<file path="config.mk">
export PLATFORM = sky130hd
export DESIGN_NAME = aes_round_ctrl_flat
export DESIGN_NICKNAME = d
export VERILOG_FILES = /design/src/rtl/aes_round_ctrl_if.sv /design/src/rtl/aes_round_ctrl.sv /design/src/flat_wrapper.sv
export SDC_FILE = /design/constraint.sdc
export NUM_CORES = 1
export LEC_CHECK = 0
export CELL_PAD_IN_SITES_DETAIL_PLACEMENT = 0
export CELL_PAD_IN_SITES_GLOBAL_PLACEMENT = 1
export CORE_AREA = 5 5 401 403
export CTS_BUF_LIST = sky130_fd_sc_hd__clkbuf_16
export CTS_CLUSTER_SIZE = 10
export DETAILED_ROUTE_END_ITERATION = 12
export DIE_AREA = 0 0 406 408
export GPL_TIMING_DRIVEN = 0
export PLACE_DENSITY_LB_ADDON = 0.1
export RECOVER_POWER = 50
export SLEW_MARGIN = 20
export SYNTH_ARGS = -nofsm -noshare
export SYNTH_HDL_FRONTEND = slang
export SYNTH_SLANG_ARGS = --single-unit
</file>
<file path="constraint.sdc">
create_clock -name clk -period 16.08 [get_ports clk]
set_input_delay 2.412 -clock clk [delete_from_list [all_inputs] [get_ports clk]]
set_output_delay 2.412 -clock clk [all_outputs]
set_load 0.03 [all_outputs]
</file>
<file path="src/rtl/aes_round_ctrl_if.sv">
// Host and shared-round-hardware signal bundle for the iterative AES-128 sequencer.
// slave is the sequencer's view; master is the host/round-hardware environment's view.
interface aes_round_ctrl_if;
  logic         in_valid;
  logic         in_ready;
  logic [127:0] in_text;
  logic [127:0] in_key;
  logic         out_valid;
  logic         out_ready;
  logic [127:0] out_text;
  logic         key_start;
  logic [127:0] key_in;
  logic [7:0]   key_rcon;
  logic         key_done;
  logic [127:0] key_out;
  logic         rnd_start;
  logic [127:0] rnd_state;
  logic [127:0] rnd_key;
  logic         rnd_final;
  logic         rnd_done;
  logic [127:0] rnd_result;
  logic         busy;
  logic [3:0]   round_idx;
  logic         err;

  modport slave (
    input  in_valid, in_text, in_key, out_ready,
    input  key_done, key_out, rnd_done, rnd_result,
    output in_ready, out_valid, out_text,
    output key_start, key_in, key_rcon,
    output rnd_start, rnd_state, rnd_key, rnd_final,
    output busy, round_idx, err
  );

  modport master (
    output in_valid, in_text, in_key, out_ready,
    output key_done, key_out, rnd_done, rnd_result,
    input  in_ready, out_valid, out_text,
    input  key_start, key_in, key_rcon,
    input  rnd_start, rnd_state, rnd_key, rnd_final,
    input  busy, round_idx, err
  );
endinterface

</file>
<file path="src/rtl/aes_round_ctrl.sv">
// Iterative AES-128 sequencer: initial AddRoundKey, then 10 key/round exchanges with
// external key-expansion and round units, with a per-wait watchdog.
module aes_round_ctrl #(
  parameter int NR      = 10,
  parameter int TIMEOUT = 64
) (
  input  logic          clk,
  input  logic          rst,
  aes_round_ctrl_if.slave bus
);

  localparam int DATA_W = 128;
  localparam int WD_W   = $clog2(TIMEOUT);

  typedef enum logic [1:0] {IDLE, KEY, ROUND, OUT} state_t;

  state_t              state_q, state_d;
  logic [DATA_W-1:0]   st_q, st_d;
  logic [DATA_W-1:0]   key_q, key_d;
  logic [DATA_W-1:0]   out_text_q, out_text_d;
  logic [3:0]          idx_q, idx_d;
  logic [7:0]          rcon_q, rcon_d;
  logic [WD_W-1:0]     wd_q;
  logic                out_valid_q, out_valid_d;
  logic                err_q, err_d;
  logic                in_ready_q;
  logic                waiting;
  logic                first_cyc;
  logic                wd_expired;
  logic                last_round;

  function automatic logic [7:0] xtime(input logic [7:0] b);
    return {b[6:0], 1'b0} ^ (b[7] ? 8'h1b : 8'h00);
  endfunction

  // The watchdog count is zero exactly on the first cycle of each wait state.
  assign waiting    = (state_q == KEY) || (state_q == ROUND);
  assign first_cyc  = (wd_q == '0);
  assign wd_expired = (wd_q == WD_W'(TIMEOUT - 1));
  assign last_round = (idx_q == 4'(NR));

  always_comb begin
    state_d     = state_q;
    st_d        = st_q;
    key_d       = key_q;
    idx_d       = idx_q;
    rcon_d      = rcon_q;
    out_valid_d = out_valid_q;
    out_text_d  = out_text_q;
    err_d       = 1'b0;
    case (state_q)
      IDLE: begin
        if (bus.in_valid && in_ready_q) begin
          st_d    = bus.in_text ^ bus.in_key;
          key_d   = bus.in_key;
          idx_d   = 4'd1;
          rcon_d  = 8'h01;
          state_d = KEY;
        end
      end
      KEY: begin
        if (bus.key_done) begin
          key_d   = bus.key_out;
          state_d = ROUND;
        end else if (wd_expired) begin
          err_d   = 1'b1;
          idx_d   = 4'd0;
          state_d = IDLE;
        end
      end
      ROUND: begin
        if (bus.rnd_done) begin
          st_d = bus.rnd_result;
          if (last_round) begin
            out_text_d  = bus.rnd_result;
            out_valid_d = 1'b1;
            idx_d       = 4'd0;
            state_d     = OUT;
          end else begin
            idx_d   = idx_q + 4'd1;
            rcon_d  = xtime(rcon_q);
            state_d = KEY;
          end
        end else if (wd_expired) begin
          err_d   = 1'b1;
          idx_d   = 4'd0;
          state_d = IDLE;
        end
      end
      OUT: begin
        if (bus.out_ready) begin
          out_valid_d = 1'b0;
          state_d     = IDLE;
        end
      end
      default: state_d = IDLE;
    endcase
  end

  // State boundary: every register, data included, clears on reset.
  always_ff @(posedge clk or posedge rst) begin
    if (rst) begin
      state_q     <= IDLE;
      st_q        <= '0;
      key_q       <= '0;
      out_text_q  <= '0;
      idx_q       <= '0;
      rcon_q      <= '0;
      wd_q        <= '0;
      out_valid_q <= 1'b0;
      err_q       <= 1'b0;
      in_ready_q  <= 1'b0;
    end else begin
      state_q     <= state_d;
      st_q        <= st_d;
      key_q       <= key_d;
      out_text_q  <= out_text_d;
      idx_q       <= idx_d;
      rcon_q      <= rcon_d;
      wd_q        <= ((state_d != state_q) || !waiting) ? '0 : wd_q + WD_W'(1);
      out_valid_q <= out_valid_d;
      err_q       <= err_d;
      in_ready_q  <= (state_d == IDLE);
    end
  end

  assign bus.in_ready  = in_ready_q;
  assign bus.out_valid = out_valid_q;
  assign bus.out_text  = out_text_q;
  assign bus.key_start = (state_q == KEY) && first_cyc;
  assign bus.key_in    = key_q;
  assign bus.key_rcon  = rcon_q;
  assign bus.rnd_start = (state_q == ROUND) && first_cyc;
  assign bus.rnd_state = st_q;
  assign bus.rnd_key   = key_q;
  assign bus.rnd_final = last_round;
  assign bus.busy      = waiting;
  assign bus.round_idx = idx_q;
  assign bus.err       = err_q;

endmodule
</file>
<file path="src/flat_wrapper.sv">
// flat-port wrapper written by rule: the top's interface ports become plain ports
module aes_round_ctrl_flat 
#(
  parameter int NR      = 10,
  parameter int TIMEOUT = 64
)
  (clk, rst, bus_in_valid, bus_in_text, bus_in_key, bus_out_ready, bus_key_done, bus_key_out, bus_rnd_done, bus_rnd_result, bus_in_ready, bus_out_valid, bus_out_text, bus_key_start, bus_key_in, bus_key_rcon, bus_rnd_start, bus_rnd_state, bus_rnd_key, bus_rnd_final, bus_busy, bus_round_idx, bus_err);
  aes_round_ctrl_if bus_i ();
  input  logic clk;
  input  logic rst;
  input wire logic [$bits(bus_i.in_valid)-1:0] bus_in_valid;
  input wire logic [$bits(bus_i.in_text)-1:0] bus_in_text;
  input wire logic [$bits(bus_i.in_key)-1:0] bus_in_key;
  input wire logic [$bits(bus_i.out_ready)-1:0] bus_out_ready;
  input wire logic [$bits(bus_i.key_done)-1:0] bus_key_done;
  input wire logic [$bits(bus_i.key_out)-1:0] bus_key_out;
  input wire logic [$bits(bus_i.rnd_done)-1:0] bus_rnd_done;
  input wire logic [$bits(bus_i.rnd_result)-1:0] bus_rnd_result;
  output wire logic [$bits(bus_i.in_ready)-1:0] bus_in_ready;
  output wire logic [$bits(bus_i.out_valid)-1:0] bus_out_valid;
  output wire logic [$bits(bus_i.out_text)-1:0] bus_out_text;
  output wire logic [$bits(bus_i.key_start)-1:0] bus_key_start;
  output wire logic [$bits(bus_i.key_in)-1:0] bus_key_in;
  output wire logic [$bits(bus_i.key_rcon)-1:0] bus_key_rcon;
  output wire logic [$bits(bus_i.rnd_start)-1:0] bus_rnd_start;
  output wire logic [$bits(bus_i.rnd_state)-1:0] bus_rnd_state;
  output wire logic [$bits(bus_i.rnd_key)-1:0] bus_rnd_key;
  output wire logic [$bits(bus_i.rnd_final)-1:0] bus_rnd_final;
  output wire logic [$bits(bus_i.busy)-1:0] bus_busy;
  output wire logic [$bits(bus_i.round_idx)-1:0] bus_round_idx;
  output wire logic [$bits(bus_i.err)-1:0] bus_err;
  assign bus_i.in_valid = bus_in_valid;
  assign bus_i.in_text = bus_in_text;
  assign bus_i.in_key = bus_in_key;
  assign bus_i.out_ready = bus_out_ready;
  assign bus_i.key_done = bus_key_done;
  assign bus_i.key_out = bus_key_out;
  assign bus_i.rnd_done = bus_rnd_done;
  assign bus_i.rnd_result = bus_rnd_result;
  assign bus_in_ready = bus_i.in_ready;
  assign bus_out_valid = bus_i.out_valid;
  assign bus_out_text = bus_i.out_text;
  assign bus_key_start = bus_i.key_start;
  assign bus_key_in = bus_i.key_in;
  assign bus_key_rcon = bus_i.key_rcon;
  assign bus_rnd_start = bus_i.rnd_start;
  assign bus_rnd_state = bus_i.rnd_state;
  assign bus_rnd_key = bus_i.rnd_key;
  assign bus_rnd_final = bus_i.rnd_final;
  assign bus_busy = bus_i.busy;
  assign bus_round_idx = bus_i.round_idx;
  assign bus_err = bus_i.err;
  aes_round_ctrl #(.NR(NR), .TIMEOUT(TIMEOUT)) u_core (.clk(clk), .rst(rst), .bus(bus_i));
endmodule
</file>
; After elaboration in Yosys (flattened, before gate mapping)
; Cells that the tools add are included.
[word_totals]
ff_bits = 407
inputBits = 518
out_inout_bits = 531
wordCells = 79
[classes]
n_addsub = 2
eq_ne = 13
n_mux = 33
n_bitwise = 2
reduce_logical = 19
[op_table]
columns = cell, n
row1 = two-way mux 128 bit, 4
row2 = one-hot mux 128 bit (2 select lines), 2
row3 = bitwise XOR 128 bit, 1
row4 = two-way mux 8 bit, 3
row5 = two-way mux 4 bit, 5
row6 = one-hot mux 8 bit (2 select lines), 1
row7 = two-way mux 2 bit, 6
row8 = != test 2 bit (second input constant), 6
row9 = one-hot mux 4 bit (3 select lines), 1
row10 = AND reduction 3 bit, 4
row11 = one-hot mux 2 bit (4 select lines), 1
row12 = AND reduction 4 bit, 2
row13 = bitwise XOR 8 bit, 1
row14 = adder 6 x 1 -> 6 bit (second input constant), 1
row15 = == test 6 bit (second input constant), 1
row16 = logical NOT 6 bit, 1
row17 = two-way mux 1 bit, 6
row18 = two-way mux 6 bit, 1
row19 = nonzero test 2 bit, 3
row20 = two-way mux 5 bit, 1
row21 = adder 4 x 1 -> 4 bit (second input constant), 1
row22 = == test 2 bit (second input constant), 2
row23 = == test 4 bit (second input constant), 1
row24 = logical NOT 2 bit, 2
row25 = 8 further kinds, 12

; Longest topological paths before layout
[logic_depth]
depth_word = 7
mapped_depth = 11
ltp_nobuf = 7

; Worst setup path after synthesis
; OpenSTA, ideal clock, no wires.
[synth_path]
kind = register to output
start = register u_core.state_q[0]
end = output bus_rnd_start
t_arrival_ns = 1.824
t_required_ns = 13.668
slack_ns = 11.844
stages_incl_launch_ff = 7
path_buffers = 3
cell_sequence = dfrtp_1 > inv_1 > ha_1 > buf_2 > clkbuf_1 > buf_1 > and3_1
[synth_via]
elab_chain_cells = 2
[synth_rtl]
columns = element, line
row1 = from (decl), aes_round_ctrl.sv:17  ; state_t state_q, state_d;
row2 = from (signal assigned), aes_round_ctrl.sv:114  ; state_q <= state_d;
row3 = == test 2 bit, aes_round_ctrl.sv:133  ; assign bus.rnd_start = (state_q == ROUND) && first_cyc;
row4 = logical AND 1 bit, aes_round_ctrl.sv:133
row5 = to (decl), flat_wrapper.sv:25  ; output wire logic [$bits(bus_i.rnd_start)-1:0] bus_rnd_start;
; No other way between the ends.

==> impl_metrics.csv <==
group,metric,value,unit
floorplanning,chipWidth,406,um
detailed_routing,dr.pass1.iters,5,
sta,rsz0062_at_grt,"no",
synthesis,synth.distinct_cells,53,
setup_path,r2r_start,"u_core.state_q[1]",
clock_tree,insertion_delay,0.65,ns
synthesis,synth_flop_cell,"dfrtp_1",
synthesis,synth_fa_ha_area_frac,0.00507,
synthesis,synth_compound_area_frac,0.113,
setup_path,crit_slowest_cell,"clkbuf_1",
synthesis,mappedNetlistNets,2454,
detailed_routing,drtIter0Drc,935,
pwr,peakVddDrop,0.0819,mV
floorplanning,rows,146,
setup_path,crit_cells,3,
sta,maxSlewViolCount,166,
placement,dpl-instance-area,33000,sq um
global_routing,grtUsageTotal,0.157,
clock_tree,tritoncts,"done",
job,maxCapViolCount,3,
synthesis,synth_seq_cells,407,
synthesis,ys_warn_count,0,
setup_path,critPathMaxFanout,83,
synthesis,netlist_top_cells_area,"dfrtp_1 52%, mux2_2 7.3%, a21oi_1 6.6%",
setup_path,crit_start,"rst",
setup_path,reg2reg_slack,10.95,ns
clock_tree,clock-sinks,407,
clock_tree,cts_hold_buf,0,
clock_tree,cts_resized,0,
synthesis,syn-cell-area,19800,sq um
sta,maxSlewHeadroom,-2.02,
sta,hold_ws,0.475,ns
pwr,p_total,7.04,mW
sta,fin_crit_sh,0.571,
floorplanning,die_area,166000,sq um
synthesis,synthCells,1928,
sta,worst_slew_pin_slew,4.53,ns
synthesis,synth-xor-area-share,0.0599,
setup_path,path_buf_inv,3,
global_routing,grt_pass1_vias,20684,
sta,fin_worst_skew,0.0236,ns
setup_path,required,15.77,ns
synthesis,synth_top_family_by_area,"multiplexers",
final_layout,fin_area,34700,sq um
placement,hpwl,111,mm
min_path,hp-class,"reg2reg",
final_layout,fin_nets,3571,
clock_tree,htree_levels,2,
min_path,whs_path_depth,2,
setup_path,cp_data_arrival_time,8.87,ns
sta,fmax,109,MHz
setup_path,reg2reg_to,"u_core.bus.rnd_state[11]",
setup_path,cpPeakStageDelay,3.31,ns
clock_tree,numCtsBuffers,60,
detailed_routing,finalWirelength,135,mm
placement,io_buffers,1048,
detailed_routing,antenna_left,0,
final_layout,area_growth,75.7,%
setup_path,path_cells,"dlygate4sd3_1, clkinvlp_2, clkbuf_1",
floorplanning,core-area,157000,sq um
synthesis,synthMuxAreaShare,0.138,
clock_tree,clock_tree.root_cell,"clkbuf_16",
placement,gp_congestion,0.823,
synthesis,yosys.area_share.simple,0.0875,
synthesis,synth_edf_count,0,
global_routing,grt_antenna_before_repair,30,
synthesis,syn_area_per_cell,10.2,sq um
clock_tree,post_cts_buffers,0,
detailed_routing,via_per_inst,3.65,
setup_path,r2r_cells,10,
final_layout,multi_input_area,7940,sq um
setup_path,path_class,"in2async",
pwr,pwr_density_cell,203,nW/um^2
detailed_routing,drc,0,
synthesis,ys_seq_area_frac,0.516,
clock_tree,cts_buffer_depth,3,
global_routing,overflow,0,
run_status,outcome,"complete, but fails checks",
synthesis,yosysTopAreaCellShare,0.516,
pwr,power_leakage,14.3,nW
final_layout,layout.cells.non_filler,5174,
detailed_routing,via_count,18910,
setup_path,startpoint_type,"input pin",
final_layout,drive_gt1_frac,0.120,
sta,hold_violations,0,
sta,setup_viol,0,
clock_tree,clk_pin_slew,0.06,ns
floorplanning,die_h,408,um
global_routing,grt_pass1_wl,181,mm
synthesis,yosysTopAreaCell,"dfrtp_1",
synthesis,async_flop_share,1.00,
detailed_routing,wl_per_cell,26.2,um
floorplanning,initial_core_util,0.126,
final_layout,ff_latch_area,10200,sq um
floorplanning,io_pins,1049,
setup_path,cp-endpoint,"u_core.bus.out_text[82]",
final_layout,n_fill_cell,17183,
placement,dp.cells,5055,
sta,fin_crit,9.18,ns
setup_path,crit_family,"buffers and inverters",
global_routing,grt_max_degree,95,
setup_path,end_kind,"asynchronous set/reset pin",
run_status,failed_checks,"capacitance limit, slew limit",
cell usage after synthesis, types with 40 or more instances:
cell type  number
a21oi_1       259
buf_2          49
buf_4         130
clkbuf_1       45
dfrtp_1       407
mux2_2        128
mux2i_1       129
nand2_1       135
nor2_1        263
o21ai_0        98
o21ai_1        40
xnor2_1       130
cells in the final DEF (no fill, tap or decap), types with 5 or more instances in the layout:
| master | n |
|---|---|
| diode_2 | 12 |
| clkinv_1 | 15 |
| nor4_1 | 7 |
| clkdlybuf4s50_1 | 1004 |
| o21ai_1 | 19 |
| buf_4 | 129 |
| nand2_1 | 136 |
| buf_2 | 26 |
| clkbuf_1 | 75 |
| dfrtp_1 | 407 |
| xor2_1 | 5 |
| nand3_1 | 12 |
| xnor2_1 | 130 |
| buf_16 | 5 |
| mux2i_1 | 129 |
| dlygate4sd3_1 | 44 |
| inv_1 | 37 |
| clkbuf_16 | 62 |
| nor2_1 | 263 |
| buf_1 | 13 |
| mux2_2 | 128 |
| ha_1 | 8 |
| o21ai_0 | 119 |
| a21oi_1 | 259 |
metal layers:
| layer | up-vias | global-route usage | share of wire | wire [um] |
|---|---|---|---|---|
| met1 | 9424 | 0.177 | 0.38 | 52000 |
| met3 | 121 | 0.0429 | 0.069 | 9370 |
| met2 | 686 | 0.297 | 0.53 | 71500 |
| met5 | - | 0 | 0.00071 | 96 |
| met4 | 14 | 0.0295 | 0.017 | 2310 |
| li1 | 8665 | - | - | - |
registers in the layout, indices dropped and copies added (netlist names):
register	count
u_core.bus.err	1
u_core.bus.in_ready	1
u_core.bus.key_in	128
u_core.bus.key_rcon	8
u_core.bus.out_text	128
u_core.bus.out_valid	1
u_core.bus.rnd_state	128
u_core.bus.round_idx	4
u_core.state_q	2
u_core.wd_q	6
how the worst min path moves through the flow:
stage | start | to | slack (ns)
floorplan | u_core.wd_q[0] | u_core.wd_q[0] | 0.47
global placement | u_core.bus.rnd_state[123] | u_core.bus.rnd_state[123] | 0.46
detailed placement | u_core.bus.rnd_state[102] | u_core.bus.rnd_state[102] | 0.47
CTS | u_core.bus.rnd_state[49] | u_core.bus.rnd_state[49] | 0.48
global route | u_core.bus.rnd_state[51] | u_core.bus.rnd_state[51] | 0.50
finish | u_core.bus.rnd_state[106] | u_core.bus.rnd_state[106] | 0.47
where the power goes:
group / total (mW) / internal (mW) / switching (mW)
Combinational: 4.12 / 1.55 / 2.57
Clock: 1.26 / 0.718 / 0.539
Sequential: 1.66 / 1.38 / 0.287
Total: 7.04 / 3.65 / 3.39
kinds of logic after synthesis:
group                      Yosys count
DFF                                407
AOI/OAI and AO/OA                  422
buffers and inverters              265
and+or+nand+nor                    434
adders and majority gates            8
muxes                              257
xor gates and xnor gates           135
worst register-to-register path: stages, from the launching register on:
cell and delay [ns]:
dfrtp_1 0.45, inv_1 0.13, ha_1 0.19, a21boi_0 0.44
or3_1 0.47, clkbuf_1 1.00, clkbuf_1 1.04, clkbuf_1 0.55
clkbuf_1 0.55, nand2_1 0.12, o21ai_1 0.10
area by class of cell:
class / instances / share of cell area
timing repair buffer: 1055 / 0.306
inverter: 19 / 0.00209
clock inverter: 45 / 0.00735
multi-input combinational: 1256 / 0.229
sequential: 407 / 0.293
clock buffer: 62 / 0.0447
buffer: 246 / 0.0418
tap: 2072 / 0.0747
antenna: 12 / 0.000865
per-stage QoR:
step	TNS [ns]	util	setup WS, ns
after floorplan	0	-	2.35
after global placement	-2188.81	0.209	-5.51
after detailed placement	0	0.210	10.56
after CTS	0	0.222	9.81
after global routing	0	0.221	5.29
final	0	0.221	6.90
(Power assumes the default switching activity.)
